$ cat config.mk
export PLATFORM = sky130hd
export DESIGN_NAME = trap_ctrl
export DESIGN_NICKNAME = d
export VERILOG_FILES = /design/src/rtl/trap_ctrl_pkg.sv /design/src/rtl/trap_ctrl_prio.sv /design/src/rtl/trap_ctrl.sv
export SDC_FILE = /design/constraint.sdc
export NUM_CORES = 1
export LEC_CHECK = 0
export ABC_AREA = 0
export BUFFER_PORTS_ARGS = -buffer_cell sky130_fd_sc_hd__buf_2
export CAP_MARGIN = 20
export CORE_MARGIN = 2
export CORE_UTILIZATION = 50
export CTS_BUF_LIST = sky130_fd_sc_hd__clkbuf_4 sky130_fd_sc_hd__clkbuf_8
export DETAILED_ROUTE_END_ITERATION = 10
export PLACE_DENSITY_LB_ADDON = 0.25
export REMOVE_ABC_BUFFERS = 1
export SLEW_MARGIN = 25
export SYNTH_ARGS = -nofsm -noshare
export SYNTH_HDL_FRONTEND = slang
export SYNTH_SLANG_ARGS = --single-unit
$ cat constraint.sdc
create_clock -name clk -period 3.93 [get_ports clk]
set_input_delay 0.786 -clock clk [delete_from_list [all_inputs] [get_ports clk]]
set_output_delay 0.786 -clock clk [all_outputs]
set_load 0.05 [all_outputs]
$ cat src/rtl/trap_ctrl_pkg.sv
// Shared definitions for the machine-mode trap controller: FSM encoding,
// CSR addresses, cause codes and the CSR bit positions the sequencer touches.
package trap_ctrl_pkg;

  typedef enum logic [2:0] {
    ST_IDLE     = 3'd0,
    ST_W_MEPC   = 3'd1,
    ST_W_MCAUSE = 3'd2,
    ST_W_MTVAL  = 3'd3,
    ST_W_MSTAT  = 3'd4,
    ST_REDIR    = 3'd5
  } trap_state_e;

  localparam logic [11:0] CSR_MSTATUS = 12'h300;
  localparam logic [11:0] CSR_MEPC    = 12'h341;
  localparam logic [11:0] CSR_MCAUSE  = 12'h342;
  localparam logic [11:0] CSR_MTVAL   = 12'h343;

  // Cause codes are the low bits; the interrupt flag sits in the MSB of mcause.
  localparam logic [4:0] CAUSE_IRQ_EXT   = 5'd11;
  localparam logic [4:0] CAUSE_IRQ_SW    = 5'd3;
  localparam logic [4:0] CAUSE_IRQ_TIMER = 5'd7;
  localparam logic [4:0] CAUSE_ILLEGAL   = 5'd2;
  localparam logic [4:0] CAUSE_ECALL_M   = 5'd11;
  localparam logic [4:0] CAUSE_BREAK     = 5'd3;

  localparam int MSTATUS_MIE  = 3;
  localparam int MSTATUS_MPIE = 7;
  localparam int MSTATUS_MPP0 = 11;
  localparam int MSTATUS_MPP1 = 12;

  localparam int MIE_MSIE = 3;
  localparam int MIE_MTIE = 7;
  localparam int MIE_MEIE = 11;

endpackage

$ cat src/rtl/trap_ctrl_prio.sv
// Combinational priority encoder: picks the winning trap source for the EXE
// instruction and produces cause/tval for it.
module trap_prio_enc
  import trap_ctrl_pkg::*;
#(
  parameter int XLEN = 32
) (
  input  logic            exe_valid_i,
  input  logic [XLEN-1:0] exe_pc_i,
  input  logic [XLEN-1:0] exe_inst_i,
  input  logic            exc_illegal_i,
  input  logic            exc_ecall_i,
  input  logic            exc_ebreak_i,
  input  logic            exc_mret_i,
  input  logic            irq_ext_i,
  input  logic            irq_sw_i,
  input  logic            irq_timer_i,
  input  logic            mstatus_mie_i,
  input  logic [XLEN-1:0] mie_i,
  output logic            take_o,
  output logic            is_irq_o,
  output logic            is_mret_o,
  output logic [XLEN-1:0] cause_o,
  output logic [XLEN-1:0] tval_o
);

  logic       ext_p;
  logic       sw_p;
  logic       tmr_p;
  logic [4:0] code;
  logic       unused_mie;

  // Only MEIE/MSIE/MTIE matter here; the remaining mie bits are ignored.
  assign unused_mie = ^mie_i;

  assign ext_p = mstatus_mie_i & irq_ext_i   & mie_i[MIE_MEIE];
  assign sw_p  = mstatus_mie_i & irq_sw_i    & mie_i[MIE_MSIE];
  assign tmr_p = mstatus_mie_i & irq_timer_i & mie_i[MIE_MTIE];

  always_comb begin
    take_o    = 1'b0;
    is_irq_o  = 1'b0;
    is_mret_o = 1'b0;
    code      = '0;
    tval_o    = '0;
    if (ext_p) begin
      take_o   = 1'b1;
      is_irq_o = 1'b1;
      code     = CAUSE_IRQ_EXT;
    end else if (sw_p) begin
      take_o   = 1'b1;
      is_irq_o = 1'b1;
      code     = CAUSE_IRQ_SW;
    end else if (tmr_p) begin
      take_o   = 1'b1;
      is_irq_o = 1'b1;
      code     = CAUSE_IRQ_TIMER;
    end else if (exe_valid_i) begin
      if (exc_illegal_i) begin
        take_o = 1'b1;
        code   = CAUSE_ILLEGAL;
        tval_o = exe_inst_i;
      end else if (exc_ecall_i) begin
        take_o = 1'b1;
        code   = CAUSE_ECALL_M;
      end else if (exc_ebreak_i) begin
        take_o = 1'b1;
        code   = CAUSE_BREAK;
        tval_o = exe_pc_i;
      end else if (exc_mret_i) begin
        take_o    = 1'b1;
        is_mret_o = 1'b1;
      end
    end
    cause_o           = XLEN'(code);
    cause_o[XLEN-1]   = is_irq_o;
  end

endmodule

$ cat src/rtl/trap_ctrl.sv
// Machine-mode trap/mret sequencer: accepts one trap in IDLE, writes the trap
// CSRs one per cycle through a single write port, then redirects fetch.
module trap_ctrl
  import trap_ctrl_pkg::*;
#(
  parameter int XLEN = 32
) (
  input  logic            clk,
  input  logic            rst,
  input  logic            exe_valid,
  input  logic [XLEN-1:0] exe_pc,
  input  logic [XLEN-1:0] exe_inst,
  input  logic            exc_illegal,
  input  logic            exc_ecall,
  input  logic            exc_ebreak,
  input  logic            exc_mret,
  input  logic            irq_ext,
  input  logic            irq_sw,
  input  logic            irq_timer,
  input  logic [XLEN-1:0] csr_mstatus,
  input  logic [XLEN-1:0] csr_mie,
  input  logic [XLEN-1:0] csr_mtvec,
  input  logic [XLEN-1:0] csr_mepc,
  output logic            csr_we,
  output logic [11:0]     csr_waddr,
  output logic [XLEN-1:0] csr_wdata,
  output logic            pipe_flush,
  output logic            pipe_stall,
  output logic            redir_valid,
  output logic [XLEN-1:0] redir_pc,
  input  logic            redir_ready,
  output logic            trap_busy,
  output logic [2:0]      dbg_state_o
);

  // Redirect handshake: redir_valid rises in REDIR and, together with
  // redir_pc, holds stable until a cycle with redir_ready=1; the transfer
  // completes on that clock edge and the FSM is back in IDLE afterwards.

  trap_state_e     state_q, state_d;
  logic [XLEN-1:0] cause_q, cause_d;
  logic [XLEN-1:0] epc_q, epc_d;
  logic [XLEN-1:0] tval_q, tval_d;
  logic [XLEN-1:0] target_q, target_d;
  logic [XLEN-1:0] mstat_q, mstat_d;

  logic            take_w;
  logic            is_irq_w;
  logic            is_mret_w;
  logic [XLEN-1:0] cause_w;
  logic [XLEN-1:0] tval_w;
  logic [XLEN-1:0] trap_base;
  logic [XLEN-1:0] trap_target;
  logic [XLEN-1:0] new_mstatus;

  trap_prio_enc #(.XLEN(XLEN)) u_prio (
    .exe_valid_i   (exe_valid),
    .exe_pc_i      (exe_pc),
    .exe_inst_i    (exe_inst),
    .exc_illegal_i (exc_illegal),
    .exc_ecall_i   (exc_ecall),
    .exc_ebreak_i  (exc_ebreak),
    .exc_mret_i    (exc_mret),
    .irq_ext_i     (irq_ext),
    .irq_sw_i      (irq_sw),
    .irq_timer_i   (irq_timer),
    .mstatus_mie_i (csr_mstatus[MSTATUS_MIE]),
    .mie_i         (csr_mie),
    .take_o        (take_w),
    .is_irq_o      (is_irq_w),
    .is_mret_o     (is_mret_w),
    .cause_o       (cause_w),
    .tval_o        (tval_w)
  );

  // Vectored mode only applies to interrupts; exceptions always use the base.
  assign trap_base   = csr_mtvec & ~XLEN'(3);
  assign trap_target = (csr_mtvec[1:0] == 2'b01 && is_irq_w)
                     ? trap_base + (XLEN'(cause_w[4:0]) << 2)
                     : trap_base;

  always_comb begin
    new_mstatus                              = csr_mstatus;
    new_mstatus[MSTATUS_MPP1:MSTATUS_MPP0]   = 2'b11;
    if (is_mret_w) begin
      new_mstatus[MSTATUS_MIE]  = csr_mstatus[MSTATUS_MPIE];
      new_mstatus[MSTATUS_MPIE] = 1'b1;
    end else begin
      new_mstatus[MSTATUS_MPIE] = csr_mstatus[MSTATUS_MIE];
      new_mstatus[MSTATUS_MIE]  = 1'b0;
    end
  end

  always_ff @(posedge clk) begin
    if (rst) begin
      state_q  <= ST_IDLE;
      cause_q  <= '0;
      epc_q    <= '0;
      tval_q   <= '0;
      target_q <= '0;
      mstat_q  <= '0;
    end else begin
      state_q  <= state_d;
      cause_q  <= cause_d;
      epc_q    <= epc_d;
      tval_q   <= tval_d;
      target_q <= target_d;
      mstat_q  <= mstat_d;
    end
  end

  always_comb begin
    state_d     = state_q;
    cause_d     = cause_q;
    epc_d       = epc_q;
    tval_d      = tval_q;
    target_d    = target_q;
    mstat_d     = mstat_q;
    csr_we      = 1'b0;
    csr_waddr   = '0;
    csr_wdata   = '0;
    pipe_flush  = 1'b0;
    redir_valid = 1'b0;
    redir_pc    = '0;
    unique case (state_q)
      ST_IDLE: begin
        if (take_w) begin
          pipe_flush = 1'b1;
          cause_d    = cause_w;
          epc_d      = exe_pc;
          tval_d     = tval_w;
          mstat_d    = new_mstatus;
          target_d   = is_mret_w ? csr_mepc : trap_target;
          state_d    = is_mret_w ? ST_W_MSTAT : ST_W_MEPC;
        end
      end
      ST_W_MEPC: begin
        csr_we    = 1'b1;
        csr_waddr = CSR_MEPC;
        csr_wdata = epc_q;
        state_d   = ST_W_MCAUSE;
      end
      ST_W_MCAUSE: begin
        csr_we    = 1'b1;
        csr_waddr = CSR_MCAUSE;
        csr_wdata = cause_q;
        state_d   = ST_W_MTVAL;
      end
      ST_W_MTVAL: begin
        csr_we    = 1'b1;
        csr_waddr = CSR_MTVAL;
        csr_wdata = tval_q;
        state_d   = ST_W_MSTAT;
      end
      ST_W_MSTAT: begin
        csr_we    = 1'b1;
        csr_waddr = CSR_MSTATUS;
        csr_wdata = mstat_q;
        state_d   = ST_REDIR;
      end
      ST_REDIR: begin
        redir_valid = 1'b1;
        redir_pc    = target_q;
        if (redir_ready) state_d = ST_IDLE;
      end
      default: state_d = ST_IDLE;
    endcase
    // Reset silences every output even while a stale state is still registered.
    if (rst) begin
      csr_we      = 1'b0;
      csr_waddr   = '0;
      csr_wdata   = '0;
      pipe_flush  = 1'b0;
      redir_valid = 1'b0;
      redir_pc    = '0;
    end
  end

  assign pipe_stall  = (state_q != ST_IDLE) && !rst;
  assign trap_busy   = (state_q != ST_IDLE) && !rst;
  assign dbg_state_o = rst ? 3'd0 : state_q;

endmodule

==> results of run 1 <==
registers in the layout, indices dropped and copies added (netlist names):
| signal | flops |
|---|---|
| mstat_q | 31 |
| target_q | 32 |
| cause_q | 5 |
| tval_q | 32 |
| epc_q | 32 |
| state_q | 3 |
cells by family (layout without fill, tap and decap cells):
group           Yosys count  after routing  share of synthesized area [%]
buf+inv                 106            313                           6.85
other cells               1              7                         0.0512
simple gates            411            411                           25.6
fa+ha+maj                 5              5                          0.957
compound gates          253            253                           22.0
flops                   135            135                           36.9
mux                      31             31                           4.24
xor+xnor                 27             27                           3.33
worst min path at each step:
stage	start	endpoint	slack [ns]	cells after the start
3_3_place_gp	target_q[2]$_SDFFE_PP0P_	target_q[2]$_SDFFE_PP0P_	0.44	2
5_1_grt	mstat_q[10]$_SDFFE_PP0P_	mstat_q[10]$_SDFFE_PP0P_	0.47	2
6_report	target_q[2]$_SDFFE_PP0P_	target_q[2]$_SDFFE_PP0P_	0.45	2
2_1_floorplan	target_q[2]$_SDFFE_PP0P_	target_q[2]$_SDFFE_PP0P_	0.43	2
3_5_place_dp	target_q[2]$_SDFFE_PP0P_	target_q[2]$_SDFFE_PP0P_	0.44	2
4_1_cts	target_q[2]$_SDFFE_PP0P_	target_q[2]$_SDFFE_PP0P_	0.45	2
routing by layer:
| metal | vias up | part of all wire [%] | global-route usage [%] |
|---|---|---|---|
| met3 | 34 | 6.6 | 5.09 |
| met5 | - | 0 | 0 |
| met4 | 0 | 2.3 | 9.87 |
| li1 | 3762 | - | - |
| met1 | 3458 | 44 | 35.8 |
| met2 | 276 | 47 | 43.5 |
cell usage after synthesis, drive strengths merged (2+ instances only):
cell type,count,area share [%]
nor2b,5,0.43
nor3,12,0.97
nor2,103,5.4
o211ai,3,0.31
xor2,14,1.7
a21boi,3,0.41
o22ai,14,1.2
inv,13,0.67
a31o,8,0.96
a211oi,11,1.1
xnor2,13,1.7
ha,4,0.68
a21oi,132,9.0
buf,40,3.5
mux2i,31,4.2
a22oi,15,1.5
nand3,47,3.2
a221oi,4,0.48
and2,4,0.36
o21a,3,0.31
and4,3,0.36
dfxtp,135,37
nand4,9,0.94
and3,41,3.5
clkbuf,53,2.7
or3,2,0.17
a31oi,4,0.34
o31a,2,0.26
a22o,34,4.1
nand2,178,9.2
o21ai,10,0.79
a311oi,2,0.24
layout by cell type, fill, tap and decap left out, types with 3 or more instances in the layout:
cell | Yosys | layout
xnor2_1 | 12 | 12
a211oi_1 | 11 | 11
nand3_1 | 47 | 47
bufinv_16 | 0 | 3
and3_1 | 41 | 41
nand2_1 | 177 | 177
buf_2 | 14 | 247
nand4_1 | 7 | 7
inv_6 | 0 | 3
and2_1 | 3 | 3
mux2i_1 | 31 | 31
o22ai_1 | 14 | 14
o21ai_0 | 6 | 6
a22oi_1 | 15 | 15
ha_1 | 4 | 4
nor3_1 | 11 | 11
xor2_1 | 14 | 14
clkinvlp_4 | 0 | 4
inv_1 | 13 | 13
clkbuf_8 | 0 | 17
nor2b_1 | 5 | 3
o211ai_1 | 3 | 3
a31oi_1 | 4 | 4
dfxtp_1 | 135 | 134
and4_1 | 3 | 3
conb_1 | 1 | 7
nor2_2 | 3 | 3
a31o_2 | 6 | 6
a22o_1 | 34 | 34
buf_4 | 19 | 18
a21oi_1 | 132 | 132
nor2_1 | 100 | 100
a221oi_1 | 4 | 4
o21a_1 | 3 | 3
area by class of cell:
class | count | share of cell area, %
multi-input cells | 734 | 46.4
flip-flops and latches | 135 | 30.0
repair buffers | 268 | 16.0
clock buffers | 18 | 2.68
well taps | 184 | 2.55
clock inverters | 14 | 1.93
inverters | 13 | 0.541
where the power goes:
part	internal, mW	leakage [nW]	total, mW	switching [mW]
Combinational	0.336	2.71	0.961	0.625
Sequential	1.52	1.11	1.59	0.0784
Clock	0.638	0.199	1.20	0.567
Total	2.49	4.02	3.76	1.27
per-stage QoR:
stage                     cell area, um^2  setup slack [ns]  hold slack (ns)
after floorplan                      6890             -1.67            0.426
final                                9020             0.503            0.453
after CTS                            8990             0.484            0.454
after global routing                 9020             0.416            0.469
after global placement               8580             0.415            0.438
after detailed placement             8580             0.401            0.442
worst max-delay path, delay by kind of cell (launching register included):
family | cells | cell delay (ns)
flops | 1 | 0.50
simple gates | 3 | 1.23
compound gates | 1 | 0.15
buf+inv | 1 | 0.30
==> run summary, run 1 <==
For this configuration, the core starts out at a cell density of between 50% and 60%. At the worst endpoint, the arrival time is 2.64 ns. The buffer depth of the longest clock path came out at 2. Setup repair after global routing left no endpoint under its margin. The placer congestion estimate came out at 0.875. In this run the register-to-register setup slack is between 1 and 1.5 ns. The worst setup path is captured at an output port.

The total grt overflow came out at 0. The area enclosed by the die boundary came out at roughly 16,000 um^2. The length in cells of the worst reg-to-reg path came out at 7.

During placement, the flow inserted port buffers numbering 248. The half-perimeter wire length after placement came out at between 10 and 15 mm. The count of final max-slew check failures came to 0.

The clock arrives with 0.00856 ns of skew. The post-layout net count is roughly 1,400. The most critical setup path has its startpoint at state_q[2]$_SDFFE_PP0P_. The synthesized netlist contains 63 unique library cells. The number of global-route vias before repair is 6,899.

Traced cell by cell, the critical path runs through nand2b_1 -> nor2_1 -> a221oi_1 -> nor2_1 -> buf_2. The normalized max-slew margin came out at a little over half. TritonCTS built the clock tree. The worst hold path belongs to the class reg -> reg. The global-route total usage across every layer is ~27%.

For this run, the leading register cell type out of synthesis is dfxtp_1. The detailed router's first-iteration violation count is between 600 and 700. The number of antenna violations at the first check in global routing is 0. The flow ran to the end, and the final reports show no timing, DRC or antenna violations. The most critical setup path has its endpoint at csr_wdata[3]. In this run the count of I/O pins placed on the die edge is 287.

The mapped netlist covers about 7300 um^2. The power density relative to cell area is 417 nW/um^2. The flip-flop and latch count after synthesis is around 140. Setup total negative slack on the finished layout was measured at 0 ns.

The number of vias in the routed layout is 7,530. The period utilization came out at 87.2%. The clock transition time at the flip-flop clock pins of the worst setup and hold paths is 0.08 ns. The count of synthesis-stage warnings from yosys came out at 0. Setup violations remaining at the end of the flow were counted as 0. The number of clock buffers added by TritonCTS is 17.

In this run the critical register-to-register path is captured at tval_q[11]$_SDFFE_PP0P_. The final critical-path required period came out at 3.43 ns. The number of max-cap violations is 0.

The number of buffers added for setup after CTS came out at 0. The mean routed wirelength per cell came out at 15.8 um. The share of the Yosys chip area taken by registers is 36.9%. The post-layout total power is 3.76 mW. The critical path is of the reg -> out type. The instance count of the mapped netlist came out at 969. The required time of the critical path is between 3 and 4 ns. The routed wire length came out at 21.6 mm. The transition time at the pin with the least slew margin is about 0.72 ns.

The analysis attributes to cell leakage a power of 4.02 nW. The count of instances resized after the clock tree is built came out at 0. Clock latency on the worst-skew pair, taken at its later pin, is 0.45 ns. The count of H-tree levels built during CTS came out at 4.

Summing all multi-input logic gate instances after layout gives ~4200 um^2. Once layout is complete, the utilization of the core stands at 62.5%. The total iterations of the first detailed-routing run came out at 5.

After synthesis, the share of flip-flops with an asynchronous set or reset is 0%. The number of hold-slack violations in the final timing report came out at 0. The launch instance of the worst register-to-register path is state_q[1]$_SDFFE_PP0P_. The repair_antennas step left the layout with diodes totalling 0. The floorplan step set the die height to 125 um. The total number of clock tree sinks is 135. The maximum clock rate came out at approximately 0.29 GHz.

The sequential cell area came out at 2700 um^2. After detailed routing, the number of remaining DRC violations is 0. The master of the slowest instance on the critical path is nor2_1.

Entering global routing, the biggest net connects 112 pins. STA classifies the critical path startpoint as a flip-flop. The horizontal die dimension came out at 125 um. The biggest fanout along the worst timing path is 17. In this design, the critical path's most frequently occurring cell is nor2_1. The count of placed standard cells including taps came out at 1,333.

The maximum single-stage delay on the critical path is 0.52 ns. From synthesis to final layout, the design area changed by 23.2%. The number of nets still failing antenna checks after routing came out at 0. The global-route wire length before repair is ~34 mm. The mean cell area of the mapped netlist came out at 7.56 um^2. The maximum VDD drop came out at roughly 0.00026 V. The non-filler instance count after layout came out at 1,366. The area of the core came out at 14,400 um^2. Counting the fill cells in the layout gives 1,396. The proportion of layout cells with a drive suffix above 1 came out at 27.9%. Counting flops with a built-in enable in the synthesized netlist gives 0. The via count normalized by instance count is ~5.5.

The hold-fix buffer count after cts is 0. The root cell of the clock tree is clkbuf_8. The floorplan row count is 44.
Note: power is estimated with default switching activity, not from simulation.
==> run 2: changes to the inputs <==
Settings changed: ABC_CLOCK_PERIOD_IN_PS set to 3900.
Clock period 3.93 ns to 3.9 ns, I/O delays scaled along.
==> run 2 against run 1 <==
Worst setup slack improved by 0.046 ns. Non-clock buffer count unchanged. Combinational power increased by 0.9%. Wire length decreased by 0.19%. Sequential cell count unchanged. First-iteration DRC count increased by 6.1%. Via count increased by 0.45%. Utilization increased by 0.11 points. Sequential power about the same. Clock skew increased by 0.0029 ns. Critical endpoint is now csr_wdata[17].
==> run summary, run 2 (synthesized netlist as in run 1, its figures left out) <==
The transition time at the pin with the least slew margin is 0.741 ns. Setup repair after global routing left no endpoint under its margin. The clock transition time at the flip-flop clock pins of the worst setup and hold paths is 0.07 ns.

Across all setup checks in the final design, the least slack found is 0.549 ns. The normalized max-slew margin came out at between 50% and 60%. The startpoint identified for the worst register-to-register timing path is state_q[1]$_SDFFE_PP0P_.

Dividing the detail-routed wire length by the instance count gives between 15 and 20 um. The worst hold-check path type is reg -> reg. The global-route wire length before repair is 33.8 mm. From left edge to right edge, the die measures 125 um. The global-route total usage across every layer came out at 26.5%. The critical path arrival came out at 2.57 ns. The largest registers in the layout are epc_q (32), target_q (32), tval_q (32). The floorplan row count came out at between 40 and 50. The proportion of layout cells with a drive suffix above 1 came out at 27.9%. The leakage power of the design is 4.03 nW. The utilization after layout is 62.6%. The worst-case clock skew is approximately 0.011 ns.

The total grt overflow is 0. The number of setup buffers added after CTS is 0. The period utilization came out at 85.9%. The worst hold path begins at epc_q[17]$_SDFFE_PP0P_.

The first detailed-routing pass took 6 iterations. The library cell used most frequently in the layout, excluding fill and tap cells, is buf_2. The initial core utilization came out at 50.8%. The buffer depth of the longest clock path is 2. The maximum VDD drop is 0.000236 V.

The root cell of the clock tree is clkbuf_8. Grouping stages by cell kind, the critical path spends the most delay in flip-flops. From bottom edge to top edge, the die measures ~130 um. The hold-fix buffer count after cts is 0. The number of buffer and inverter stages on the critical path is 2. TritonCTS built the clock tree. The worst setup path is launched from a flip-flop. The via count normalized by instance count is around 5.5.

The routed wire length is 21.5 mm. The number of max-cap violations is 0. The flow ran to the end, and the final reports show no timing, DRC or antenna violations. The number of hold-slack violations in the final timing report is 0. The placer congestion estimate came out at between 0.8 and 0.9. The cell that appears most often on the critical path is nor2_1.

The critical path starts at state_q[2]$_SDFFE_PP0P_. The number of vias in the routed layout is 7,564. The count of final max-slew check failures came out at 0.

The required time of the critical path came out at 3.12 ns. Of all nets on the critical path, the largest fanout is 21. The number of buffers created by CTS came out at 17. The start-to-end type of the worst setup path is reg -> out.

The largest net degree at the start of global routing is ~110. The number of antenna violations at the first check in global routing came to 1. The clock insertion delay at the later pin of the skew report is around 0.46 ns. The top cell types in the final layout, fill and taps aside, are buf_2 (247), nand2_1 (177), dfxtp_1 (134). The area added between synthesis and finish is 23.4%. The count of H-tree levels built during CTS came out at 4.

The number of nets still failing antenna checks after routing came out at 0. The half-perimeter wire length after placement is 14.4 mm. Before CTS, the worst setup slack after placement is 0.349 ns. The post-layout net count is 1,377. The capturing element type of the critical path is an output port. The maximum single-stage delay on the critical path is roughly 0.70 ns.

Power spread over the standard cell area amounts to 424 nW/um^2. The area of the core is 14,400 um^2. In the routed design, unresolved DRC markers number 0.

During I/O placement, the number of pins put on the boundary was 287. The maximum clock rate came out at roughly 0.30 GHz. Walking the worst path, the cells encountered are nand2b_1 -> buf_4 -> nor2_1 -> a21oi_1 -> nor2_1 -> buf_2. The number of global-route vias before repair is 6,688.

The final critical-path required period is 3.35 ns. The final setup violation count is 0. The area enclosed by the die boundary is 15,600 um^2. The total number of clock tree sinks came out at 135. The count of instances resized after the clock tree is built came out at 0. The detailed router's first-iteration violation count is 675.

The master of the slowest instance on the critical path is dfxtp_1. During placement, the flow inserted port buffers numbering about 250.
## run 2: area by class of cell
cell class                      instances  area (um^2)
Timing Repair Buffer                  268         1440
Multi-Input combinational cell        734         4180
Clock buffer                           19          262
Clock inverter                         13          168
Sequential cell                       135         2700
Inverter                               13         48.8
Tap cell                              184          230
Fill cell                            1383         5390
Antenna cell                            1         2.50
## run 2: through the flow
stage / total power [mW] / hold WS (ns) / setup TNS, ns / cell area [um^2] / cells
after global placement: 2.58 / 0.438 / 0 / 8580 / 1333
after floorplan: 2.23 / 0.426 / -81.07 / 6890 / 882
after CTS: 3.84 / 0.456 / 0 / 9010 / 1365
final: 3.83 / 0.455 / 0 / 9040 / 1367
after detailed placement: 2.59 / 0.445 / 0 / 8580 / 1333
after global routing: 4.02 / 0.473 / 0 / 9040 / 1367
## run 2: tightest hold or removal path: stages (launching register included)
cell,delay [ns]
dfxtp_1,0.31
nand2_1,0.05
a21oi_1,0.05
## run 2: layer usage
layer  track usage, %  share of wire, %  routed length, um  vias up
met5                0                 0                  0        -
met4             10.1               1.9                412        0
met3             4.41               6.1               1320       30
met2             42.3                48              10300      278
met1             36.0                44               9550     3496
li1                 -                 -                  -     3760
## run 2: worst paths after layout
path,end,slack [ns],depth (start not counted)
max,csr_wdata[17],0.55,6
min,epc_q[17]$_SDFFE_PP0P_,0.46,2
max reg2reg,target_q[25]$_SDFFE_PP0P_,1.40,6
min reg2reg,epc_q[17]$_SDFFE_PP0P_,0.46,2
## run 2: where the power goes
part	total, mW	internal (mW)	switching, mW
Combinational	0.970	0.341	0.629
Clock	1.26	0.674	0.583
Sequential	1.61	1.53	0.0790
Total	3.83	2.54	1.29
